==> src/rtl/mux_pkg.sv <==
// Shared constants and vector types for the 11:1 single-bit selector.
package mux_pkg;
    localparam int NUM_IN = 11;
    localparam int SEL_W  = NUM_IN - 1;
    localparam int IDX_W  = 4;

    typedef logic [NUM_IN-1:0] data_vec_t;
    typedef logic [SEL_W-1:0]  sel_vec_t;
    typedef logic [IDX_W-1:0]  idx_t;
endpackage

==> src/rtl/mux2_cell.sv <==
// Generic 2:1 mux cell; width is a parameter so the index path can reuse it.
module mux2_cell #(
    parameter int W = 1
) (
    input  logic [W-1:0] in0,
    input  logic [W-1:0] in1,
    input  logic         sel,
    output logic [W-1:0] out
);
    assign out = sel ? in1 : in0;
endmodule

==> src/rtl/mux_11to1.sv <==
// 11:1 single-bit selector built from a cascade of ten 2:1 cells, with a
// registered data output and a registered index of the selected source.
module mux_11to1
    import mux_pkg::*;
(
    input  logic      clk,
    input  logic      rst_n,
    input  data_vec_t a,
    input  sel_vec_t  f,
    output logic      bigout,
    output idx_t      sel_idx
);
    logic [SEL_W-1:0] data_stage;
    idx_t             idx_stage [SEL_W];

    // Index path mirrors the data cascade on constants, so a higher set f
    // bit overrides every lower one exactly like the data path does.
    for (genvar gi = 0; gi < SEL_W; gi++) begin : g_cell
        if (gi == 0) begin : g_first
            mux2_cell #(.W(1)) u_data (
                .in0 (a[0]),
                .in1 (a[1]),
                .sel (f[0]),
                .out (data_stage[0])
            );
            mux2_cell #(.W(IDX_W)) u_idx (
                .in0 (IDX_W'(0)),
                .in1 (IDX_W'(1)),
                .sel (f[0]),
                .out (idx_stage[0])
            );
        end else begin : g_rest
            mux2_cell #(.W(1)) u_data (
                .in0 (data_stage[gi-1]),
                .in1 (a[gi+1]),
                .sel (f[gi]),
                .out (data_stage[gi])
            );
            mux2_cell #(.W(IDX_W)) u_idx (
                .in0 (idx_stage[gi-1]),
                .in1 (IDX_W'(gi + 1)),
                .sel (f[gi]),
                .out (idx_stage[gi])
            );
        end
    end

    always_ff @(posedge clk or negedge rst_n) begin
        if (!rst_n) begin
            bigout  <= 1'b0;
            sel_idx <= '0;
        end else begin
            bigout  <= data_stage[SEL_W-1];
            sel_idx <= idx_stage[SEL_W-1];
        end
    end
endmodule

==> config.mk <==
export PLATFORM = sky130hd
export DESIGN_NAME = mux_11to1
export DESIGN_NICKNAME = d
export VERILOG_FILES = /design/src/rtl/mux_pkg.sv /design/src/rtl/mux2_cell.sv /design/src/rtl/mux_11to1.sv
export SDC_FILE = /design/constraint.sdc
export NUM_CORES = 1
export LEC_CHECK = 0
export ABC_AREA = 1
export CELL_PAD_IN_SITES_DETAIL_PLACEMENT = 1
export CELL_PAD_IN_SITES_GLOBAL_PLACEMENT = 1
export CORE_MARGIN = 3
export CORE_UTILIZATION = 19
export CTS_BUF_LIST = sky130_fd_sc_hd__clkbuf_2
export DETAILED_ROUTE_END_ITERATION = 8
export PLACE_DENSITY = 0.77
export SETUP_SLACK_MARGIN = 0.05
export SLEW_MARGIN = 20
export SYNTH_ARGS = -nofsm -noshare
export SYNTH_HDL_FRONTEND = slang
export SYNTH_SLANG_ARGS = --single-unit
==> constraint.sdc <==
create_clock -name clk -period 0.8 [get_ports clk]
set_clock_uncertainty 0.05 [all_clocks]
set_input_delay 0.16 -clock clk [delete_from_list [all_inputs] [get_ports clk]]
set_output_delay 0.16 -clock clk [all_outputs]
set_load 0.02 [all_outputs]
# Word level (Yosys, flattened, before mapping)
# Index checks and enable logic that the tools add are counted.
# classes
mux	20
# op_table
operator	n
$mux W3	4
$mux W4	3
$mux W1	11
$mux W2	2
# totals
out_inout_bits	5
regBits	5
input_bits	23
wordCells	22

# Longest topological paths before layout
# logic_depth
word_depth	10
ltp_mapped	12

# By module
# A second synthesis with hierarchy kept.
# hier_totals
cells_unflattened	177
hier_area_um2	770.7
# modules_own_cells
mod	area_each_um2	instances	cells_per_inst
mux2_cell at g_cell[0].g_first.u_idx ...	48.8	10	13
mux2_cell at g_cell[0].g_first.u_data ...	15.0	10	4
mux_11to1	132.6	1	7

# Worst setup path after synthesis
# Ideal clock, no wire load.
# synth_path
kind	input port to flip-flop
startpoint	input f[2]
endpoint	register bigout
t_arrival_ps	701
cell_stages	12
setup_slack_ps	-67
cell_sequence	nand2_1 inv_1 nor2_1 nand2_1 nand2_1 nand2_1 nand2_1 nand2_1 nand2_1 nand2_1 nand2_1 nand2_1
# synth_via
elab_chain_len	8
# synth_rtl
element	line	text
start, declared	mux_11to1.sv:9	input sel_vec_t f,
$mux W1 (8 in series)	mux2_cell.sv:10	assign out = sel ? in1 : in0;
via g_cell[9].g_rest.u_data.out	mux2_cell.sv:8	output logic [W-1:0] out
end signal, assigned	mux_11to1.sv:53	bigout <= data_stage[SEL_W-1];
end, declared	mux_11to1.sv:10	output logic bigout,
# The timed path passes the listed nets, and every way through them passes these cells.

# Worst setup path in the final report
# Same ends and word-level chain as after synthesis.

==> flow_metrics.tcl <==
set metrics [dict create \
    post-route-util_pct 46.1 \
    core_box_area_um2 1580 \
    die-area_um2 2300 \
    cts.reportedPaths.clkPinSlew_ps 60 \
    synthesized_area_um2 334 \
    post_synth.cell_area_avg_um2 6.07 \
    routed-via-count 471 \
    max_slew.worst_pin.slew_ps 247 \
    max_freq_mhz 1080 \
    fp.dieH_um 47.9 \
    start_util_pct 21.2 \
    placement_rows 14 \
    worstSetupStartpointType "primary input" \
    viasPerCell 4.36 \
    drt_wl_total_um 1290 \
    worst_slack_ps -126 \
    fin_crit_sh_pct 116 \
    placement.io_buffers 27 \
    slew_headroom_pct 83.4 \
    fillers 208 \
    worst_case_vdd_ir_drop_mv 0.297 \
    layout.cells.most_common "sky130_fd_sc_hd__nand2_1" \
    worst_setup_path_end_kind "flop" \
    share_of_post_route_cells_with_drive_strength_above_1_pct 44.6 \
    drt_first_pass_iters 3 \
    clk_root_buffer_cell "sky130_fd_sc_hd__clkbuf_2" \
    cts_made_buffers 3 \
    finalSetupViolations 7 \
    ys_seq_area_share_pct 37.5 \
    hp_class "primary input to async pin" \
    global_route.usage.total_pct 12.3 \
    clock_tree.buffer_depth 2 \
    hold_buffers 0 \
    rsz_0062_raised_after_global_routing "true" \
    cts.sink_count 5 \
    p_total_mw 0.796 \
    drt_iter0_markers 2 \
    final-max-slew-violation-count 0 \
    status "finished, violations left" \
    max_cap_viols 0 \
    relative_area_change_from_synthesis_to_final_layout_pct 118 \
    tritoncts "yes" \
    post-route-drc-count 0 \
    final_hold_viol_count 0 \
    power_leakage_nw 0.388 \
    flip_flop_and_latch_count_after_synthesis 5 \
    design.portCount 28 \
    failed_checks "negative setup slack" \
    die_wd_um 47.9 \
    ys_warn_count 0 \
    nets 116 \
    fin_crit_ps 926 \
    htree_levels 1 \
    dp_slack_ps -736 \
    routabilityCongestion 0.688 \
    post_synth_num_cell_types 10 \
    largest_net_degree_at_the_start_of_global_routing 6 \
    detail-route-antenna-nets 0 \
    aggregate_global_routing_overflow 0 \
    synth_cells 55 \
    synth.net_count 78 \
    grt_pass1_vias 507 \
    cp_data_arrival_time_ps 970 \
    num_antenna_cells 0 \
    power_per_cell_area_nw_per_um2 1090 \
    worst_ep_required_time_ps 850 \
    finalHoldWorstSlack_ps 119 \
    antenna_found_initial 0 \
    most-common-layout-cells "sky130_fd_sc_hd__nand2_1, sky130_fd_sc_hd__buf_6, sky130_fd_sc_hd__nor2_1, sky130_fd_sc_hd__dlygate4sd2_1" \
    half_perimeter_wire_length_after_detailed_placement_um 1020 \
    critical_path.max_fanout 4 \
    grt_first_pass_wirelength_um 1990 \
    routedWlPerCell_um 12.0 \
    timing_worst_setup_path_type "primary input to flop" \
]
==> path summary, 6_finish.rpt <==
check | from | to | slack (ps) | cells past startpoint
setup / recovery | f[2] | bigout | -130 | 13
hold / removal | rst_n | bigout | 120 | 1
max in group asynchronous | rst_n | sel_idx[0] | 390 | 1
min in group clk | f[9] | sel_idx[0] | 290 | 2
==> critical path, stage by stage <==
cell                      delay [ps]
sky130_fd_sc_hd__buf_8           110
sky130_fd_sc_hd__nand2_4          50
sky130_fd_sc_hd__inv_2            30
sky130_fd_sc_hd__nor2_1           90
sky130_fd_sc_hd__nand2_1          70
sky130_fd_sc_hd__nand2_1          60
sky130_fd_sc_hd__nand2_1          50
sky130_fd_sc_hd__nand2_1          70
sky130_fd_sc_hd__nand2_1          60
sky130_fd_sc_hd__nand2_1          70
sky130_fd_sc_hd__nand2_1          60
sky130_fd_sc_hd__nand2_1          60
sky130_fd_sc_hd__nand2_1          40
==> flip-flops by register name (all words and copies together) (netlist names) <==
signal and cells:
sel_idx 4, bigout 1
==> per-layer routing <==
layer | track usage, % | routed length [um] | up-vias
li1 | - | - | 244
met4 | 4.84 | 0 | 0
met1 | 13.2 | 486 | 215
met5 | 0 | 0 | -
met2 | 24.0 | 753 | 12
met3 | 1.13 | 52 | 0
==> what timing repair did <==
| action | CTS | global route |
|---|---|---|
| gates resized for setup | 94 | 7 |
| hold endpoints to repair | 0 | 0 |
| setup endpoints to repair | 10 | 9 |
| buffers inserted | 2 | 0 |
| pin swaps | 21 | 10 |
==> cell families after synthesis <==
| kind of cell | count (synthesis) | share of synthesized area [%] |
|---|---|---|
| AO/OA/AOI/OAI | 10 | 16.1 |
| flip-flops | 5 | 37.5 |
| AND/OR/NAND/NOR | 28 | 33.0 |
| buffers and inverters | 12 | 13.5 |
==> Yosys cell counts <==
| library cell | n | area share [%] |
|---|---|---|
| sky130_fd_sc_hd__nand3_1 | 2 | 3.0 |
| sky130_fd_sc_hd__nor2_1 | 9 | 10 |
| sky130_fd_sc_hd__a31oi_1 | 1 | 1.9 |
| sky130_fd_sc_hd__inv_1 | 12 | 13 |
| sky130_fd_sc_hd__nand2_1 | 16 | 18 |
| sky130_fd_sc_hd__o21ai_0 | 2 | 3.0 |
| sky130_fd_sc_hd__nor2_2 | 1 | 1.9 |
| sky130_fd_sc_hd__dfrtp_1 | 5 | 37 |
| sky130_fd_sc_hd__o31ai_1 | 1 | 2.2 |
| sky130_fd_sc_hd__a21oi_1 | 6 | 9.0 |
==> per-stage QoR <==
stage	setup TNS [ps]	cells	instance area, um2
after floorplan	-74.3	55	334
after CTS	-706	108	697
after global placement	-3860	102	654
final	-682	108	727
after global routing	-992	108	727
after detailed placement	-4150	102	654
==> report_power, final <==
part / leakage [nW] / switching [mW] / internal [mW] / total, mW
clock: 0.0166 / 0.0885 / 0.132 / 0.221
sequential: 0.0585 / 0.00707 / 0.269 / 0.276
combinational: 0.313 / 0.134 / 0.165 / 0.299
total: 0.388 / 0.230 / 0.566 / 0.796
==> area by class of cell <==
type	instances	area [um2]	share of cell area, %
Multi-Input combinational cell	38	199	27.4
Clock buffer	4	20.0	2.75
Tap cell	16	20.0	2.75
Inverter	12	47.5	6.54
Sequential cell	5	125	17.2
Timing Repair Buffer	33	315	43.4
Note: power is estimated with default switching activity, not from simulation.
==> RTL change: new RTL, config.mk and constraints unchanged <==
Register the inputs `a` and `f` before use. The logic sees them one clock later. Comments in the files are not updated.
--- a/src/rtl/mux_11to1.sv
+++ b/src/rtl/mux_11to1.sv
@@ -10,6 +10,15 @@
     output logic      bigout,
     output idx_t      sel_idx
 );
+
+    data_vec_t a_q;
+    sel_vec_t f_q;
+
+    always_ff @(posedge clk) begin
+        a_q <= a;
+        f_q <= f;
+    end
+
     logic [SEL_W-1:0] data_stage;
     idx_t             idx_stage [SEL_W];
 
@@ -18,28 +27,28 @@
     for (genvar gi = 0; gi < SEL_W; gi++) begin : g_cell
         if (gi == 0) begin : g_first
             mux2_cell #(.W(1)) u_data (
-                .in0 (a[0]),
-                .in1 (a[1]),
-                .sel (f[0]),
+                .in0 (a_q[0]),
+                .in1 (a_q[1]),
+                .sel (f_q[0]),
                 .out (data_stage[0])
             );
             mux2_cell #(.W(IDX_W)) u_idx (
                 .in0 (IDX_W'(0)),
                 .in1 (IDX_W'(1)),
-                .sel (f[0]),
+                .sel (f_q[0]),
                 .out (idx_stage[0])
             );
         end else begin : g_rest
             mux2_cell #(.W(1)) u_data (
                 .in0 (data_stage[gi-1]),
-                .in1 (a[gi+1]),
-                .sel (f[gi]),
+                .in1 (a_q[gi+1]),
+                .sel (f_q[gi]),
                 .out (data_stage[gi])
             );
             mux2_cell #(.W(IDX_W)) u_idx (
                 .in0 (idx_stage[gi-1]),
                 .in1 (IDX_W'(gi + 1)),
-                .sel (f[gi]),
+                .sel (f_q[gi]),
                 .out (idx_stage[gi])
             );
         end
Check against the original RTL: not equivalent (Yosys sat finds a counterexample within 4 cycles, from zero or initial values and one cycle with rst_n low).
==> RTL change against the original RTL <==
  * The flow still finishes with violations (negative setup slack)
  * Sequential power grew to 5.1 times the old value
  * Total power grew to 3.1 times the old value
  * Sequential cell count grew 21
  * Synthesized area grew 130%
  * Maximum frequency shrank 20%
  * Die area grew 110%
  * Worst setup slack lost 0.23 ns
  * Wire length grew 12%
  * Utilization shrank 14 points
  * Cell area grew 65%
  * Largest cell class is now flip-flops and latches
==> RTL change: results (changes against the original RTL) <==
run_status:
  status: "finished with violations"
  violations: "negative setup slack"
min_path:
  min_path_type: "in -> reg"
yosys:
  synth_common_cells: "dfxtp_1, nand2_1, inv_1, nor2_1, a21oi_1"
  synth_compound_area_share_pct: 7.13  # -9.0 points
  synth.yosys.seq_area_share_pct: 72.3  # +35 points
  synth_ff_type: "dfxtp_1"
  ys_top_cells_by_area: "dfxtp_1, dfrtp_1, nand2_1"
  synth_cell_types: 11  # +1
  async_flop_share_pct: 19.2  # -81 points
global_route:
  grt_max_degree: 16  # +10
  grt_pass1_wl_mm: 2.57  # +29%
  use_met1_pct: 7.71  # -5.4 points
  grtUsageMet3_pct: 3.06  # +1.9 points
power_and_ir_drop:
  p_leak_nw: 0.540  # +39%
  pg_clk_w: 0.000776  # +250%
  pwr_density_cell_mw_per_mm2: 2050  # +87%
  p_int_w: 0.00198  # +250%
  pg_seq_w: 0.00142  # +410%
  peakVddDrop_v: 0.000629  # +110%
place:
  placed_cell_area_mm2: 0.00112  # +72%
  gp_congestion: 0.714  # +3.7%
  dp_hpwl_mm: 1.17  # +14%
drt:
  first_iter_violations: 9  # +7
  met2_length_um: 687  # -8.8%
  wl_met3_um: 117  # +130%
  wl_met1_um: 634  # +30%
  top_layer: "met4"
  vias: 570  # +21%
  dr.pass1.iters: 4  # +1
setup_path:
  critPathMaxFanout: 3  # -1
  crit_arrival_ns: 1.37  # +0.40 ns
  slowest_stage: "dfxtp_2"
  cp_slowest_stage_delay_ns: 0.38  # +0.27 ns
timing:
  worst_pin_slew_ns: 0.219  # -0.0283 ns
  finalSetupViolations: 9  # +2
  fin_ws_ns: -0.357  # -0.231 ns
final_layout:
  drive_gt1_share_pct: 29.5  # -15 points
  fin_util_pct: 32.1  # -14 points
  nets: 136  # +17%
cts:
  clkSlewWorstSetupHoldPaths_ns: 0.22  # +0.16 ns
die:
  fp.coreArea_mm2: 0.00374  # +140%
[RTL change: cell count changes in the layout (fill, tap and decap cells not counted), sizes merged]
| cell | change |
|---|---|
| buf | -10 |
| bufinv | +1 |
| clkbuf | -1 |
| clkdlybuf4s15 | -3 |
| clkdlybuf4s50 | +18 |
| dfxtp | +21 |
| dlygate4sd2 | -7 |
| dlygate4sd3 | +1 |
[RTL change: repair_timing]
item,4_1_cts,5_1_grt
endpoints found under the setup margin,9,9
endpoints found under the hold margin,5,0
hold buffers,1,0
pin swaps,11,6
setup buffers,1,0
gates resized for setup,38,7
[RTL change: final timing paths]
check	cells after the start	slack [ns]	start	to
worst max-delay path	12	-0.36	f_q[1]	bigout
worst min register to register	2	0.39	a_q[10]	bigout
worst min-delay path	1	0.17	f[9]	f_q[9]
max in group asynchronous	2	0.05	rst_n	bigout
min in group asynchronous	2	0.49	rst_n	sel_idx[2]
worst max register to register	12	-0.36	f_q[1]	bigout
[RTL change: stage by stage]
step / setup TNS, ns / setup slack [ns] / instances
2_1_floorplan: -0.385 / -0.223 / 76
3_3_place_gp: -2.27 / -0.309 / 155
3_5_place_dp: -2.33 / -0.337 / 155
4_1_cts: -2.48 / -0.381 / 160
5_1_grt: -3.12 / -0.490 / 160
6_report: -2.27 / -0.357 / 160
[RTL change: logic make-up after synthesis]
group	Yosys count
AO/OA/AOI/OAI	10
buffers and inverters	12
flip-flops	26
AND/OR/NAND/NOR	28
[RTL change: area by class of cell]
class	instances	share of cell area (%)
Sequential cell	26	46.6
Timing Repair Buffer	32	26.6
Tap cell	48	4.99
Multi-Input combinational cell	38	14.3
Inverter	12	3.75
Clock buffer	3	1.25
Clock inverter	1	2.50
